[src/rtl/be_scan_pkg.sv]
// Shared types and chain layout for the backend scan responder.
// Field indices locate dsp_be configuration bits inside o_cfg.
package be_scan_pkg;

  typedef enum logic {
    PH_IDLE = 1'b0,
    PH_CAPT = 1'b1
  } phase_e;

  localparam int BeScanChainLength = 103;

  localparam int BeEnAlu     = 0;
  localparam int BeRstAlu    = 1;
  localparam int BeEnEq      = 2;
  localparam int BeRstEq     = 3;
  localparam int BeEqTapW    = 8;
  localparam int BeCfgEqHm1  = 4;
  localparam int BeCfgEqH0   = BeCfgEqHm1 + BeEqTapW;
  localparam int BeCfgEqH1   = BeCfgEqH0 + BeEqTapW;
  localparam int BeCfgEqH2   = BeCfgEqH1 + BeEqTapW;

endpackage

[src/rtl/be_scan_sync.sv]
// Multi-flop synchronizer with registered rising-edge detect; sync out after STAGES
// cycles, rise pulse STAGES+1 cycles after the pin edge; no backpressure.
module be_scan_sync #(
  parameter int WIDTH  = 1,
  parameter int STAGES = 2
) (
  input  logic             clk,
  input  logic             rst_n,
  input  logic [WIDTH-1:0] i_async,
  output logic [WIDTH-1:0] o_sync,
  output logic [WIDTH-1:0] o_rise
);

  logic [STAGES-1:0][WIDTH-1:0] sync_q, sync_d;
  logic [WIDTH-1:0]             hist_q, hist_d;
  logic [WIDTH-1:0]             rise_q, rise_d;

  always_comb begin
    sync_d = {sync_q[STAGES-2:0], i_async};
    hist_d = sync_q[STAGES-1];
    rise_d = sync_q[STAGES-1] & ~hist_q;
  end

  always_ff @(posedge clk or negedge rst_n) begin
    if (!rst_n) begin
      sync_q <= '0;
      hist_q <= '0;
      rise_q <= '0;
    end else begin
      sync_q <= sync_d;
      hist_q <= hist_d;
      rise_q <= rise_d;
    end
  end

  assign o_sync = sync_q[STAGES-1];
  assign o_rise = rise_q;

endmodule

[src/rtl/be_scan_slave.sv]
// Oversampled scan-chain responder feeding the dsp_be shadow config register.
// Shift/update visible SYNC_STAGES+2 cycles after the pin edge; no backpressure.
module be_scan_slave
  import be_scan_pkg::*;
#(
  parameter int CHAIN_LEN   = BeScanChainLength,
  parameter int SYNC_STAGES = 2
) (
  input  logic                 i_clk_dig_be,
  input  logic                 i_rst_n,
  input  logic                 i_sdata,
  input  logic                 i_sclkp,
  input  logic                 i_sclkn,
  input  logic                 i_senable,
  input  logic                 i_supdate,
  input  logic                 i_sreset,
  output logic                 o_sdata,
  output logic [CHAIN_LEN-1:0] o_cfg,
  output logic                 o_cfg_upd,
  output logic                 o_err_phase,
  output logic                 o_err_len
);

  localparam int CNT_W = $clog2(CHAIN_LEN + 2);

  logic [1:0] dat_sync;
  logic [1:0] unused_dat_rise;
  logic       sclkp_rise, sclkn_rise, supdate_rise, sreset_rise;
  logic       unused_sclkp_lvl, unused_sclkn_lvl, unused_supdate_lvl, unused_sreset_lvl;

  be_scan_sync #(.WIDTH(2), .STAGES(SYNC_STAGES)) u_sync_dat (
    .clk(i_clk_dig_be), .rst_n(i_rst_n), .i_async({i_sdata, i_senable}),
    .o_sync(dat_sync), .o_rise(unused_dat_rise)
  );
  be_scan_sync #(.WIDTH(1), .STAGES(SYNC_STAGES)) u_sync_sclkp (
    .clk(i_clk_dig_be), .rst_n(i_rst_n), .i_async(i_sclkp),
    .o_sync(unused_sclkp_lvl), .o_rise(sclkp_rise)
  );
  be_scan_sync #(.WIDTH(1), .STAGES(SYNC_STAGES)) u_sync_sclkn (
    .clk(i_clk_dig_be), .rst_n(i_rst_n), .i_async(i_sclkn),
    .o_sync(unused_sclkn_lvl), .o_rise(sclkn_rise)
  );
  be_scan_sync #(.WIDTH(1), .STAGES(SYNC_STAGES)) u_sync_supdate (
    .clk(i_clk_dig_be), .rst_n(i_rst_n), .i_async(i_supdate),
    .o_sync(unused_supdate_lvl), .o_rise(supdate_rise)
  );
  be_scan_sync #(.WIDTH(1), .STAGES(SYNC_STAGES)) u_sync_sreset (
    .clk(i_clk_dig_be), .rst_n(i_rst_n), .i_async(i_sreset),
    .o_sync(unused_sreset_lvl), .o_rise(sreset_rise)
  );

  logic sdata_s, senable_s;
  assign sdata_s   = dat_sync[1];
  assign senable_s = dat_sync[0];

  phase_e               state_q, state_d;
  logic                 hold_q, hold_d;
  logic [CHAIN_LEN-1:0] chain_q, chain_d;
  logic [CHAIN_LEN-1:0] cfg_q, cfg_d;
  logic [CNT_W-1:0]     cnt_q, cnt_d;
  logic                 upd_q, upd_d;
  logic                 err_phase_q, err_phase_d;
  logic                 err_len_q, err_len_d;

  always_comb begin
    state_d     = state_q;
    hold_d      = hold_q;
    chain_d     = chain_q;
    cfg_d       = cfg_q;
    cnt_d       = cnt_q;
    upd_d       = 1'b0;
    err_phase_d = err_phase_q;
    err_len_d   = err_len_q;

    if (sreset_rise) begin
      state_d = PH_IDLE;
      hold_d  = 1'b0;
      chain_d = '0;
      cfg_d   = '0;
      cnt_d   = '0;
    end else begin
      if (sclkn_rise && state_q == PH_CAPT) begin
        chain_d = {chain_q[CHAIN_LEN-2:0], hold_q};
        state_d = PH_IDLE;
        if (cnt_q != CNT_W'(CHAIN_LEN + 1)) cnt_d = cnt_q + 1'b1;
      end else if (sclkp_rise) begin
        if (state_q == PH_CAPT) begin
          err_phase_d = 1'b1;
          hold_d      = sdata_s;
        end else if (senable_s) begin
          state_d = PH_CAPT;
          hold_d  = sdata_s;
        end
      end

      // Update sees the post-commit chain and count when both land together.
      if (supdate_rise) begin
        cfg_d = chain_d;
        upd_d = 1'b1;
        if (cnt_d != '0 && cnt_d != CNT_W'(CHAIN_LEN)) err_len_d = 1'b1;
        cnt_d = '0;
      end
    end
  end

  always_ff @(posedge i_clk_dig_be or negedge i_rst_n) begin
    if (!i_rst_n) begin
      state_q     <= PH_IDLE;
      hold_q      <= 1'b0;
      chain_q     <= '0;
      cfg_q       <= '0;
      cnt_q       <= '0;
      upd_q       <= 1'b0;
      err_phase_q <= 1'b0;
      err_len_q   <= 1'b0;
    end else begin
      state_q     <= state_d;
      hold_q      <= hold_d;
      chain_q     <= chain_d;
      cfg_q       <= cfg_d;
      cnt_q       <= cnt_d;
      upd_q       <= upd_d;
      err_phase_q <= err_phase_d;
      err_len_q   <= err_len_d;
    end
  end

  assign o_sdata     = chain_q[CHAIN_LEN-1];
  assign o_cfg       = cfg_q;
  assign o_cfg_upd   = upd_q;
  assign o_err_phase = err_phase_q;
  assign o_err_len   = err_len_q;

endmodule

[config.mk]
export PLATFORM = sky130hd
export DESIGN_NAME = be_scan_slave
export DESIGN_NICKNAME = d
export VERILOG_FILES = /design/src/rtl/be_scan_pkg.sv /design/src/rtl/be_scan_sync.sv /design/src/rtl/be_scan_slave.sv
export SDC_FILE = /design/constraint.sdc
export NUM_CORES = 1
export LEC_CHECK = 0
export CAP_MARGIN = 20
export CORE_ASPECT_RATIO = 0.8
export CORE_MARGIN = 4
export CORE_UTILIZATION = 55
export DETAILED_ROUTE_END_ITERATION = 10
export GPL_TIMING_DRIVEN = 0
export PLACE_DENSITY = 0.75
export SYNTH_ARGS = -nofsm -noshare
export SYNTH_HDL_FRONTEND = slang
export SYNTH_SLANG_ARGS = --single-unit
export TNS_END_PERCENT = 10
[constraint.sdc]
create_clock -name i_clk_dig_be -period 2.3 [get_ports i_clk_dig_be]
set_input_delay 0.46 -clock i_clk_dig_be [delete_from_list [all_inputs] [get_ports i_clk_dig_be]]
set_output_delay 0.46 -clock i_clk_dig_be [all_outputs]
set_load 0.01 [all_outputs]
==> flow_summary_export.csv <==
group,metric,value,unit
run_status,run_status,"finished with violations",
run_status,violations,"hold timing",
timing,tightest_slew,0.8010,ns
yosys,avgSynthCellArea,11.85,um2
worst_setup_path,crit_buf_inv,1,
place,place_congestion,0.8438,
floorplanning,rows,41,
worst_setup_path,cp.arrival,1.56,ns
timing,fin_crit_sh,0.8796,
timing,holdWs,-0.03459,ns
grt,grt_antenna_before_repair,0,
job,drv_cap,0,
timing,fmax,0.4943,GHz
floorplanning,die_height,122.8,um
yosys,syn-num-nets,775,
layout,final_area,11280,um2
floorplanning,num_io_pins,115,
worst_setup_path,r2r_start,"state_q",
layout,stdcell_count,1135,
worst_setup_path,path_class,"reg -> out",
worst_setup_path,rr_worst_depth,6,
timing,hold_viol,12,
clocking,clock_sinks,238,
worst_setup_path,start_kind,"flip-flop",
yosys,async_flop_share,1.000,
layout,synthToLayoutAreaGrowth,24.45,%
worst_setup_path,cp_cell_sequence,"clkdlybuf4s50_1",
power,powerDensity,744.8,nW/um2
place,detailedPlace.worstSlack,-0.1480,ns
timing,finalMaxSlewViolations,0,
grt,grt_usage,0.2005,
yosys,synth-edff-count,0,
clocking,cts-root-buf,"clkbuf_16",
yosys,ys.flop_type,"dfrtp_1",
floorplanning,die_area,18610,um2
worst_setup_path,cp-startpoint,"o_err_len",
clocking,tritoncts,"yes",
floorplanning,coreArea,15950,um2
worst_setup_path,cp.depth,1,
layout,fin_util,0.7069,
worst_setup_path,max_stage_delay,0.63,ns
worst_setup_path,cp_slowest_cell,"clkdlybuf4s50_1",
routing,drtIter0Drc,378,
worst_setup_path,required,1.84,ns
place,placed_cell_area,10510,um2
place,place_inst,1095,
clocking,cts_buffers,23,
timing,fin_crit,2.023,ns
clocking,cts_hold_buf,0,
layout,drive_gt1_frac,0.1859,
clocking,post_cts.repair.setup_buffers,0,
grt,grt_max_degree,132,
timing,setup_viol,0,
clocking,cts-resized-gates,0,
layout,diodes,0,
grt,use_met2,0.3175,
timing,rsz0062_at_grt,"no",
power,total_power,8.400,mW
clocking,clockBufferDepth,3,
layout,nets,914,
routing,drc,0,
routing,vias,6007,
grt,grt_overflow,0,
yosys,synth.ff_latch_count,238,
place,portBuffers,114,
timing,slew_headroom,0.4660,
hold_path,hold_class,"in -> async",
routing,drtAntennaViolNets,0,
layout,n_fill_cell,1085,
grt,grt_busiest_layer,"met2",
routing,wl_per_cell,15.84,um
routing,totalWireLength,17980,um
grt,first_global_vias,6022,
floorplanning,dieWidth,151.5,um
yosys,synth-seq-area-share,0.6572,
yosys,syn_area,9062,um2
routing,via_per_inst,5.293,
place,dpl.hpwl,11960,um
power,vdd_drop_max,548.8,uV
clocking,htree_levels,1,
yosys,synth_warnings,0,
routing,drt_pre_antenna_iters,6,
timing,fin_skew,0.008906,ns
worst_setup_path,path_max_fanout,4,
grt,grt_use_met3,0.03802,
clocking,clk_latency,0.50,ns
clocking,path_clk_slew,0.06,ns
yosys,synthCells,765,
floorplanning,initial_utilization,0.5680,
worst_setup_path,cp_top_family,"buffers and inverters",
timing,fin_tns_setup,0,ns
yosys,yosys.cell_types.count,37,
power,p_leak,5.154,nW
grt,met1_usage,0.2954,
grt,grt_first_pass_wirelength,30280,um
worst_setup_path,crit_path_end_kind,"primary output",
timing,timing.final.ws_setup,0.2769,ns
flip-flops by register name (all words and copies together), names as in the netlist, 2 cells and up:
name / flops
chain_q: 103
cnt_q: 7
o_cfg: 103
u_sync_dat.o_sync: 2
u_sync_dat.sync_d: 2
placed cells by master, fill, tap and decap left out, drive strengths merged, types with 2 or more instances in the layout:
cell type	n
a21oi	108
mux2	103
nand3	3
clkdlybuf4s50	113
dfrtp	238
nand2b	4
a211oi	2
nor2	9
bufinv	3
clkbuf	41
ha	2
nor4b	2
buf	41
nor2b	5
nand4	2
xnor2	4
or3	2
nand4b	2
nand2	212
clkinv	4
xor2	2
inv	3
or2	2
cell families (layout without fill, tap and decap cells):
family	count (synthesis)	count (layout)	share of synthesized area
and+or+nand+nor	247	247	0.1129
DFF	238	238	0.6572
AOI/OAI and AO/OA	117	117	0.06793
muxes	104	104	0.1291
buffers and inverters	51	206	0.02430
xor gates and xnor gates	6	6	0.005799
adders and majority gates	2	2	0.002761
routing by layer:
| layer | share of wire | wire length, um |
|---|---|---|
| met1 | 0.47 | 8474 |
| met2 | 0.46 | 8346 |
| met3 | 0.052 | 929 |
| met4 | 0.013 | 230 |
| met5 | 0 | 0 |
final timing paths:
path | end | slack [ns]
worst min register to register | u_sync_sclkn.o_sync | 0.35
min in group i_clk_dig_be | u_sync_sclkn.o_sync | 0.35
worst max-delay path | o_err_len | 0.28
worst min-delay path | chain_q[93] | -0.03
worst max register to register | o_cfg[69] | 0.31
max in group asynchronous | u_sync_sreset.o_rise | 1.28
report_power, final:
group	total [mW]	switching (mW)	leakage (nW)	internal (mW)
Clock	3.83	1.52	0.381	2.31
Sequential	4.24	0.0198	3.28	4.22
Combinational	0.333	0.228	1.49	0.105
Total	8.40	1.77	5.15	6.63
cells in the mapped netlist, types with 2 or more instances:
master | instances | area [um2]
dfrtp_1 | 238 | 5956
clkbuf_1 | 10 | 37.54
nor2_1 | 9 | 33.78
nor2b_1 | 5 | 31.28
nand2_1 | 211 | 792.0
xor2_1 | 2 | 17.52
xnor2_1 | 4 | 35.03
nand4_1 | 2 | 12.51
buf_1 | 16 | 60.06
buf_2 | 23 | 115.1
a21oi_1 | 108 | 540.5
mux2_2 | 103 | 1160
nand4b_1 | 2 | 17.52
ha_1 | 2 | 25.02
nand3_1 | 3 | 15.01
nand2b_1 | 4 | 25.02
inv_1 | 2 | 7.510
a211oi_1 | 2 | 15.01
layout make-up:
class | instances | area [um2] | area share
Multi-Input combinational cell | 476 | 2887 | 0.2559
Tap cell | 215 | 269.0 | 0.02385
Clock inverter | 9 | 126.4 | 0.01120
Clock buffer | 32 | 649.4 | 0.05758
Buffer | 48 | 210.2 | 0.01864
Sequential cell | 238 | 5956 | 0.5281
Timing Repair Buffer | 115 | 1174 | 0.1041
Inverter | 2 | 7.507 | 0.0006656
(Power assumes the default switching activity.)
